`config.mk`:
```
export PLATFORM = sky130hd
export DESIGN_NAME = ctrl_pipeline
export DESIGN_NICKNAME = d
export VERILOG_FILES = /design/src/rtl/ctrl_pkg.sv /design/src/rtl/ctrl_decode.sv /design/src/rtl/ctrl_pipeline.sv
export SDC_FILE = /design/constraint.sdc
export NUM_CORES = 1
export LEC_CHECK = 0
export ABC_AREA = 1
export BUFFER_PORTS_ARGS = -buffer_cell sky130_fd_sc_hd__buf_2
export CELL_PAD_IN_SITES_DETAIL_PLACEMENT = 1
export CELL_PAD_IN_SITES_GLOBAL_PLACEMENT = 1
export CORE_MARGIN = 2
export CORE_UTILIZATION = 38
export DETAILED_ROUTE_END_ITERATION = 16
export MAX_ROUTING_LAYER = met4
export PLACE_DENSITY_LB_ADDON = 0.25
export SYNTH_ARGS = -nofsm -noshare
export SYNTH_HDL_FRONTEND = slang
export SYNTH_SLANG_ARGS = --single-unit
export TNS_END_PERCENT = 30
```
`constraint.sdc`:
```
create_clock -name clk -period 3.75 [get_ports clk]
set_input_delay 0.5625 -clock clk [delete_from_list [all_inputs] [get_ports clk]]
set_output_delay 0.5625 -clock clk [all_outputs]
set_load 0.05 [all_outputs]
```
`src/rtl/ctrl_pkg.sv`:
```
// Shared opcode map, write-back select encoding and packed control bundles
// for the RV32I control pipeline.
package ctrl_pkg;

  localparam logic [6:0] OPC_OP_IMM = 7'b0010011;
  localparam logic [6:0] OPC_OP     = 7'b0110011;
  localparam logic [6:0] OPC_LOAD   = 7'b0000011;
  localparam logic [6:0] OPC_STORE  = 7'b0100011;
  localparam logic [6:0] OPC_BRANCH = 7'b1100011;
  localparam logic [6:0] OPC_LUI    = 7'b0110111;
  localparam logic [6:0] OPC_JAL    = 7'b1101111;
  localparam logic [6:0] OPC_JALR   = 7'b1100111;
  localparam logic [6:0] OPC_AUIPC  = 7'b0010111;
  localparam logic [6:0] OPC_SYSTEM = 7'b1110011;

  localparam logic [3:0] ALU_OP_BRANCH = 4'b1000;

  typedef enum logic [1:0] {
    M2R_ALU  = 2'b00,
    M2R_IMM  = 2'b01,
    M2R_PC4  = 2'b10,
    M2R_LOAD = 2'b11
  } m2r_e;

  typedef struct packed {
    logic mem_read;
    logic mem_write;
  } mem_ctrl_t;

  typedef struct packed {
    logic reg_write;
    m2r_e m2r;
  } wb_ctrl_t;

  // Only R-type, store and branch instructions actually read rs2.
  function automatic logic uses_rs2(input logic [6:0] opc);
    return (opc == OPC_OP) || (opc == OPC_STORE) || (opc == OPC_BRANCH);
  endfunction

endpackage

```
`src/rtl/ctrl_decode.sv`:
```
// Pure combinational decode of the ID-stage opcode/funct3 into control bits.
module ctrl_decode
  import ctrl_pkg::*;
#(
  parameter int unsigned ALU_OP_W = 4,
  parameter bit          CSR_EN   = 1'b1
) (
  input  logic [6:0]          i_op_code,
  input  logic [2:0]          i_funct3,
  output logic                o_alu_src_b,
  output logic [ALU_OP_W-1:0] o_alu_op,
  output logic                o_branch,
  output logic                o_b_type,
  output mem_ctrl_t           o_mem,
  output wb_ctrl_t            o_wb,
  output logic                o_illegal
);

  always_comb begin
    o_alu_src_b = 1'b0;
    o_alu_op    = '0;
    o_branch    = 1'b0;
    o_b_type    = 1'b0;
    o_mem       = '0;
    o_wb        = '0;
    o_illegal   = 1'b0;
    case (i_op_code)
      OPC_OP_IMM, OPC_OP: begin
        o_wb.reg_write = 1'b1;
        o_alu_src_b    = ~i_op_code[5];
        o_alu_op       = ALU_OP_W'(i_funct3);
      end
      OPC_LOAD: begin
        o_wb.reg_write = 1'b1;
        o_wb.m2r       = M2R_LOAD;
        o_alu_src_b    = 1'b1;
        o_mem.mem_read = 1'b1;
      end
      OPC_STORE: begin
        o_alu_src_b     = 1'b1;
        o_mem.mem_write = 1'b1;
      end
      OPC_BRANCH: begin
        o_branch = 1'b1;
        o_b_type = (i_funct3 == 3'b000);
        o_alu_op = ALU_OP_W'(ALU_OP_BRANCH);
      end
      OPC_LUI: begin
        o_wb.reg_write = 1'b1;
        o_wb.m2r       = M2R_IMM;
        o_alu_src_b    = 1'b1;
      end
      OPC_JAL, OPC_JALR: begin
        o_wb.reg_write = 1'b1;
        o_wb.m2r       = M2R_PC4;
        o_alu_src_b    = ~i_op_code[3];
      end
      OPC_AUIPC: begin
        o_wb.reg_write = 1'b1;
        o_alu_src_b    = 1'b1;
      end
      OPC_SYSTEM: begin
        o_wb.reg_write = CSR_EN;
        o_illegal      = ~CSR_EN;
      end
      default: o_illegal = 1'b1;
    endcase
  end

endmodule

```
`src/rtl/ctrl_pipeline.sv`:
```
// RV32I control path: ID decode staged through ID/EX, EX/MEM, MEM/WB with
// load-use stall, redirect flush and external stall handling.
module ctrl_pipeline
  import ctrl_pkg::*;
#(
  parameter int unsigned ALU_OP_W = 4,
  parameter int unsigned RA_W     = 5,
  parameter bit          CSR_EN   = 1'b1
) (
  input  logic                clk,
  input  logic                rst_n,
  input  logic [6:0]          op_code,
  input  logic [2:0]          funct3,
  input  logic                funct7_5,
  input  logic [RA_W-1:0]     rs1,
  input  logic [RA_W-1:0]     rs2,
  input  logic [RA_W-1:0]     rd,
  input  logic                stall_ext,
  input  logic                ex_redirect,
  output logic                ex_alu_src_b,
  output logic [ALU_OP_W-1:0] ex_alu_op,
  output logic                ex_funct7_5,
  output logic                ex_branch,
  output logic                ex_b_type,
  output logic [RA_W-1:0]     ex_rd,
  output logic                mem_mem_write,
  output logic [RA_W-1:0]     mem_rd,
  output logic                mem_reg_write,
  output logic                wb_reg_write,
  output logic [1:0]          wb_mem_to_reg,
  output logic [RA_W-1:0]     wb_rd,
  output logic                pc_stall,
  output logic                ifid_stall,
  output logic                ifid_flush,
  output logic                ex_illegal
);

  logic                w_alu_src_b;
  logic [ALU_OP_W-1:0] w_alu_op;
  logic                w_branch;
  logic                w_b_type;
  logic                w_illegal;
  mem_ctrl_t           w_mem;
  wb_ctrl_t            w_wb;
  logic                w_load_use;
  logic                w_id_bubble;

  logic                r_ex_alu_src_b;
  logic [ALU_OP_W-1:0] r_ex_alu_op;
  logic                r_ex_funct7_5;
  logic                r_ex_branch;
  logic                r_ex_b_type;
  logic [RA_W-1:0]     r_ex_rd;
  mem_ctrl_t           r_ex_mem;
  wb_ctrl_t            r_ex_wb;
  logic                r_ex_illegal;
  logic                r_mem_mem_write;
  wb_ctrl_t            r_mem_wb;
  logic [RA_W-1:0]     r_mem_rd;
  wb_ctrl_t            r_wb_wb;
  logic [RA_W-1:0]     r_wb_rd;

  ctrl_decode #(
    .ALU_OP_W (ALU_OP_W),
    .CSR_EN   (CSR_EN)
  ) u_decode (
    .i_op_code   (op_code),
    .i_funct3    (funct3),
    .o_alu_src_b (w_alu_src_b),
    .o_alu_op    (w_alu_op),
    .o_branch    (w_branch),
    .o_b_type    (w_b_type),
    .o_mem       (w_mem),
    .o_wb        (w_wb),
    .o_illegal   (w_illegal)
  );

  assign w_load_use  = r_ex_mem.mem_read && (r_ex_rd != '0) &&
                       ((r_ex_rd == rs1) || ((r_ex_rd == rs2) && uses_rs2(op_code)));
  assign w_id_bubble = ex_redirect || w_load_use;

  // Gated by rst_n so hazard outputs are also 0 while reset is held.
  assign pc_stall   = rst_n && (stall_ext || (!ex_redirect && w_load_use));
  assign ifid_stall = pc_stall;
  assign ifid_flush = rst_n && !stall_ext && ex_redirect;

  always_ff @(posedge clk or negedge rst_n) begin
    if (!rst_n) begin
      r_ex_alu_src_b  <= 1'b0;
      r_ex_alu_op     <= '0;
      r_ex_funct7_5   <= 1'b0;
      r_ex_branch     <= 1'b0;
      r_ex_b_type     <= 1'b0;
      r_ex_rd         <= '0;
      r_ex_mem        <= '0;
      r_ex_wb         <= '0;
      r_ex_illegal    <= 1'b0;
      r_mem_mem_write <= 1'b0;
      r_mem_wb        <= '0;
      r_mem_rd        <= '0;
      r_wb_wb         <= '0;
      r_wb_rd         <= '0;
    end else if (!stall_ext) begin
      if (w_id_bubble) begin
        r_ex_alu_src_b <= 1'b0;
        r_ex_alu_op    <= '0;
        r_ex_funct7_5  <= 1'b0;
        r_ex_branch    <= 1'b0;
        r_ex_b_type    <= 1'b0;
        r_ex_rd        <= '0;
        r_ex_mem       <= '0;
        r_ex_wb        <= '0;
        r_ex_illegal   <= 1'b0;
      end else begin
        r_ex_alu_src_b <= w_alu_src_b;
        r_ex_alu_op    <= w_alu_op;
        r_ex_funct7_5  <= funct7_5 & ~w_illegal;
        r_ex_branch    <= w_branch;
        r_ex_b_type    <= w_b_type;
        // rd is only meaningful for writers; store/branch rd bits are immediate.
        r_ex_rd        <= w_wb.reg_write ? rd : '0;
        r_ex_mem       <= w_mem;
        r_ex_wb        <= w_wb;
        r_ex_illegal   <= w_illegal;
      end
      r_mem_mem_write <= r_ex_mem.mem_write;
      r_mem_wb        <= r_ex_wb;
      r_mem_rd        <= r_ex_rd;
      r_wb_wb         <= r_mem_wb;
      r_wb_rd         <= r_mem_rd;
    end
  end

  assign ex_alu_src_b  = r_ex_alu_src_b;
  assign ex_alu_op     = r_ex_alu_op;
  assign ex_funct7_5   = r_ex_funct7_5;
  assign ex_branch     = r_ex_branch;
  assign ex_b_type     = r_ex_b_type;
  assign ex_rd         = r_ex_rd;
  assign ex_illegal    = r_ex_illegal;
  assign mem_mem_write = r_mem_mem_write;
  assign mem_rd        = r_mem_rd;
  assign mem_reg_write = r_mem_wb.reg_write;
  assign wb_reg_write  = r_wb_wb.reg_write && (r_wb_rd != '0);
  assign wb_mem_to_reg = r_wb_wb.m2r;
  assign wb_rd         = r_wb_rd;

endmodule

```
## After elaboration in Yosys (flattened, before gate mapping)

Cells that the tools add are included.

| word-level totals | value |
|---|---|
| input bits | 30 |
| word-level logic and storage cells | 75 |
| output and inout port bits | 32 |
| bits in registers | 36 |

| cells by class | value |
|---|---|
| equality and inequality tests | 12 |
| reduce and logical (&&, ||, !) cells | 23 |
| bitwise gates (word level) | 3 |
| muxes and demuxes | 19 |

Operator list:

| operator | count |
|---|---|
| $eq A7 B7 Y1 const B | 4 |
| $eq A7 B6 Y1 const B | 3 |
| $eq A7 B5 Y1 const B | 2 |
| $mux W1 | 11 |
| $eq A5 B5 Y1 | 2 |
| $mux W5 | 2 |
| $reduce_bool A5 Y1 | 2 |
| $reduce_or A10 Y1 | 1 |
| $logic_and A1 B1 Y1 | 8 |
| $pmux W4 S2 | 1 |
| $reduce_or A8 Y1 | 1 |
| $eq A7 B2 Y1 const B | 1 |
| $pmux W2 S3 | 1 |
| $logic_or A1 B1 Y1 | 5 |
| $mux W4 | 1 |
| $reduce_or A2 Y1 | 2 |
| $reduce_or A4 Y1 | 1 |
| $logic_not A3 Y1 | 1 |
| $mux W3 | 1 |
| $pmux W1 S3 | 1 |
| $logic_not A1 Y1 | 2 |
| $mux W2 | 1 |
| $not A1 Y1 | 2 |
| $and A1 B1 Y1 | 1 |

## Depth between registers and ports, before layout

| depth | value |
|---|---|
| word-level depth | 9 |
| depth in mapped cells | 12 |

## Cells and area by module

From an unflattened synthesis, not the netlist that was laid out.

| unflattened totals | value |
|---|---|
| cells, all modules | 279 |
| area total of the unflattened synthesis | 2009.4 µm² |

By module, submodules not included:

| module | cells an instance | times used | area an instance (µm²) | seq. area each (µm²) |
|---|---|---|---|---|
| ctrl_pipeline | 226 | 1 | 1780.5 | 900.9 |
| ctrl_decode | 53 | 1 | 229.0 | 0.0 |

## Worst setup path after synthesis

OpenSTA, ideal clock, no wires.

| timing | value |
|---|---|
| kind | reg-to-output |
| start point | register r_ex_rd[2] (netlist: ex_rd[2]) |
| end point | output port pc_stall |
| data required time | 3.188 ns |
| stages on the path, launching flop included | 13 |
| arrival | 2.157 ns |
| path slack | 1.030 ns |
| cells stage by stage | dfrtp_1 inv_2 nand2_1 nand2_1 inv_1 nand2_1 nor2_1 nand2_1 nand2_2 nand2_4 buf_6 a21oi_2 buf_4 |

| between the ends | value |
|---|---|
| longest elaborated chain between the ends | 7 |
| elaborated cells on any way between the ends | 10 |
| those cells by class | 2 x eq/ne; 8 x reduce/logical |

RTL lines:

| element | line | text |
|---|---|---|
| from (decl) | ctrl_pipeline.sv:53 | `logic [RA_W-1:0] r_ex_rd;` |
| from (signal assigned) | ctrl_pipeline.sv:121 | `r_ex_rd <= w_wb.reg_write ? rd : '0;` |
| $eq A5 B5 Y1 | ctrl_pipeline.sv:79 | `((r_ex_rd == rs1) \|\| ((r_ex_rd == rs2) && uses_rs2(op_code)));` |
| $logic_and A1 B1 Y1 | ctrl_pipeline.sv:79 |  |
| $logic_or A1 B1 Y1 | ctrl_pipeline.sv:79 |  |
| $logic_and A1 B1 Y1 (*) | ctrl_pipeline.sv:78 | `assign w_load_use = r_ex_mem.mem_read && (r_ex_rd != '0) &&` |
| $logic_and A1 B1 Y1 (*) | ctrl_pipeline.sv:83 | `assign pc_stall = rst_n && (stall_ext \|\| (!ex_redirect && w_load_use));` |
| $logic_or A1 B1 Y1 (*) | ctrl_pipeline.sv:83 |  |
| $logic_and A1 B1 Y1 (*) | ctrl_pipeline.sv:83 |  |
| to (decl) | ctrl_pipeline.sv:32 | `output logic pc_stall,` |

Mark *: on every way between the ends. The rest lies on a longest branch, timed or not.

## Final worst setup path

| timing | value |
|---|---|
| start point | input port stall_ext |
| end point | output port ifid_stall |

| between the ends | value |
|---|---|
| longest elaborated chain between the ends | 2 |

RTL lines:

| element | line | text |
|---|---|---|
| from (decl) | ctrl_pipeline.sv:18 | `input logic stall_ext,` |
| $logic_or A1 B1 Y1 | ctrl_pipeline.sv:83 |  |
| $logic_and A1 B1 Y1 | ctrl_pipeline.sv:83 |  |
| to (decl) | ctrl_pipeline.sv:33 | `output logic ifid_stall,` |

Every way passes these cells.

==> key figures <==
Die
  – Die Y: roughly 76 um
  – IO Count: 62
  – CORE AREA: ~5000 um^2
  – # rows: 26
  – Die ar.: 5730 um^2
  – Starting density of the core: 38.7%
  – Die width: between 70 and 80 um

Drt
  – Antenna-violating nets left: 0
  – DR vias/cell: ~4.7
  – Routed WL: 5.03 mm
  – Iter 0 DRT Violations: just under 90
  – DRC viols: 0
  – Routed vias: ~1900
  – Drt pass-1 iters: 4
  – WL per Instance: 12.7 um

STA
  – # setup viols final: 0
  – Max Slew Vio Count: 0
  – Clock Skew: 7.23 ps
  – RSZ-0062 raised after global routing: false
  – Slew headroom: about half
  – Final hold violation count: 0
  – Fin crit share: between 60% and 70%
  – Crit path setup slack, layout: 1320 ps
  – Highest clock rate: 411 MHz
  – Final setup TNS: 0 ps
  – Least-Margin Pin Slew: around 730 ps
  – Hold Slack: about 220 ps
  – Final Critical Period: 2430 ps

Synth
  – EDFF count, synth: 0
  – Yosys reg bits: 36
  – Synth Area per Inst: 7.29 um^2
  – Cell variety after synth: 28
  – Seq/Total Area, Yosys: 46.1%
  – Post-Synth XOR/XNOR Area: under 10%
  – Adder-cell share of the synthesized area: 0%
  – Simple-gate area share of the yosys netlist: a little over a third
  – Post-Synthesis Cells: 268
  – Mux contribution to synthesized area: 0%
  – Post-Syn Nets: 298
  – Yosys warns: 0
  – Main flop type after synthesis: dfrtp_1
  – Synth Area in Compound Gates: just under 7%
  – Cell area after synthesis: around 2000 um^2
  – Largest family of logic cells by synthesized area: simple AND/OR/NAND/NOR gates
  – Post-synth ARST share: between 90% and 100%

Placement
  – Gpl congestion: a little under 0.9
  – Placed cell area: 2290 um^2
  – Post-DP HPWL: ~3.8 mm
  – # port buffers: slightly above 60
  – Post-place setup slack: around 1300 ps

Power
  – Max IR drop VDD: between 100 and 150 uV
  – Static Leak: ~1.5 nW
  – Pwr dens: ~330 nW/um^2

Global route
  – M3 GR Usage: under 10%
  – Vias in the first global route: 1844
  – First-pass GRT wire length: between 8 and 9 mm
  – Met2 GRT Util: between 30% and 40%
  – Total congestion overflow: 0
  – GRT Total Usage: around 20%
  – Largest net degree at the start of global routing: 46
  – Initial antenna violation count: 0
  – Met1 usage: around a quarter
  – GRT Max-Usage Layer: met2

Layout
  – Final instance area: about 2400 um^2
  – Synthesis-to-finish area growth: 22.0%
  – Nets@finish: 356
  – Antenna diodes: 0
  – Fillers: 666
  – Share of cells above drive strength 1: 27.2%

Setup path
  – Setup crit end kind: output port
  – Largest stage delay, worst path: around 570 ps
  – CP max FO: 26
  – Worst endpoint required time: approximately 3200 ps
  – Slowest cell on crit path: clkinv_1
  – Critical path arrival: around 1900 ps
  – Crit path launch type: input pin
  – Worst-path cell chain: buf_2, clkinv_1, a21oi_2, buf_2
  – Most frequent CP cell: buf_2
  – WS Path Type: in2out

Clock tree
  – CTS tree: built
  – H-tree levels: 2
  – CTS Hold Buffers Added: 0
  – Clock buffer count from CTS: 5
  – Post_cts resized: 0
  – Clock transition at path regs: 80 ps
  – Clock Sinks: 36
  – Clock root buffer: clkbuf_8
  – Clock Tree Buf Depth: 2
  – # Post-CTS Setup Buffers: 0
  – Clock latency at the later pin of the worst-skew pair: 290 ps

Min path
  – Hold crit path type: in2async

Flow run
  – Max-cap violations: 0

Outcome
  – Status: finished clean
==> where the power goes <==
group	internal [mW]	total, mW	switching (mW)
registers	0.394	0.399	0.00471
logic	0.0318	0.113	0.0814
clock network	0.129	0.276	0.146
==> through the flow <==
stage | total power [mW] | util [%] | cells
2_1_floorplan | 0.476 | - | 268
3_3_place_gp | 0.519 | 45.5 | 389
3_5_place_dp | 0.522 | 45.5 | 389
4_1_cts | 0.802 | 47.2 | 397
5_1_grt | 0.829 | 47.2 | 397
6_report | 0.788 | 47.2 | 397
==> final timing paths <==
check / start / to / slack, ps / cells past startpoint
min in group clk: r_ex_wb[0]$_DFFE_PN0N_ / r_mem_wb[0]$_DFFE_PN0N_ / 480 / 2
max in group asynchronous: rst_n / mem_mem_write$_DFFE_PN0N_ / 2910 / 2
worst min-delay path: rst_n / mem_rd[2]$_DFFE_PN0N_ / 220 / 1
worst min register to register: r_ex_wb[0]$_DFFE_PN0N_ / r_mem_wb[0]$_DFFE_PN0N_ / 480 / 2
worst max-delay path: stall_ext / ifid_stall / 1320 / 4
worst max register to register: ex_rd[4]$_DFFE_PN0N_ / r_ex_mem[0]$_DFFE_PN0N_ / 2260 / 11
==> worst max-delay path: cells and delay by family <==
| kind | cells | cell delay, ps |
|---|---|---|
| buffers and inverters | 3 | 950 |
| AO/OA/AOI/OAI | 1 | 350 |
==> kinds of logic (layout without fill, tap and decap cells) <==
| kind of cell | after synthesis | in the layout |
|---|---|---|
| AO/OA/AOI/OAI | 25 | 25 |
| XOR/XNOR | 4 | 4 |
| AND/OR/NAND/NOR | 154 | 154 |
| buffers and inverters | 49 | 108 |
| flip-flops | 36 | 36 |
==> synthesized netlist by cell type, types with 2 or more instances <==
cell type / number / area, um^2
o21ai_1: 9 / 45.0
nand3_2: 2 / 20.0
buf_4: 3 / 22.5
nand2_2: 4 / 25.0
o21ai_0: 13 / 65.1
nand2_1: 105 / 394
nand4_1: 13 / 81.3
buf_2: 2 / 10.0
nor2_1: 19 / 71.3
clkinv_1: 3 / 11.3
dfrtp_1: 36 / 901
nand3_1: 5 / 25.0
inv_1: 26 / 97.6
xor2_1: 3 / 26.3
inv_2: 8 / 30.0
clkbuf_1: 5 / 18.8
==> cell type report <==
cell class | count | area [um^2] | area share (%)
clock inverter | 3 | 18.8 | 0.788
tap | 70 | 87.6 | 3.68
inverter | 37 | 139 | 5.83
clock buffer | 5 | 68.8 | 2.89
sequential | 36 | 901 | 37.8
multi-input combinational | 183 | 847 | 35.6
timing repair buffer | 63 | 320 | 13.4
==> metal layers <==
layer / share of wire [%] / routed length [um]
met5: 0 / 0
met4: 0.54 / 27
met3: 3.9 / 195
met2: 48 / 2410
met1: 48 / 2390
==> cells in the final DEF, fill, tap and decap left out, types with 3 or more instances in the layout <==
master	instances
nor2_1	19
clkinv_1	3
nand2_2	4
o21ai_1	9
nand2_1	105
clkbuf_8	5
inv_1	26
nand3_1	5
dfrtp_1	36
buf_2	61
nand4_1	13
xor2_1	3
o21ai_0	13
inv_2	8
No activity file was read; power rests on OpenSTA's default activity.
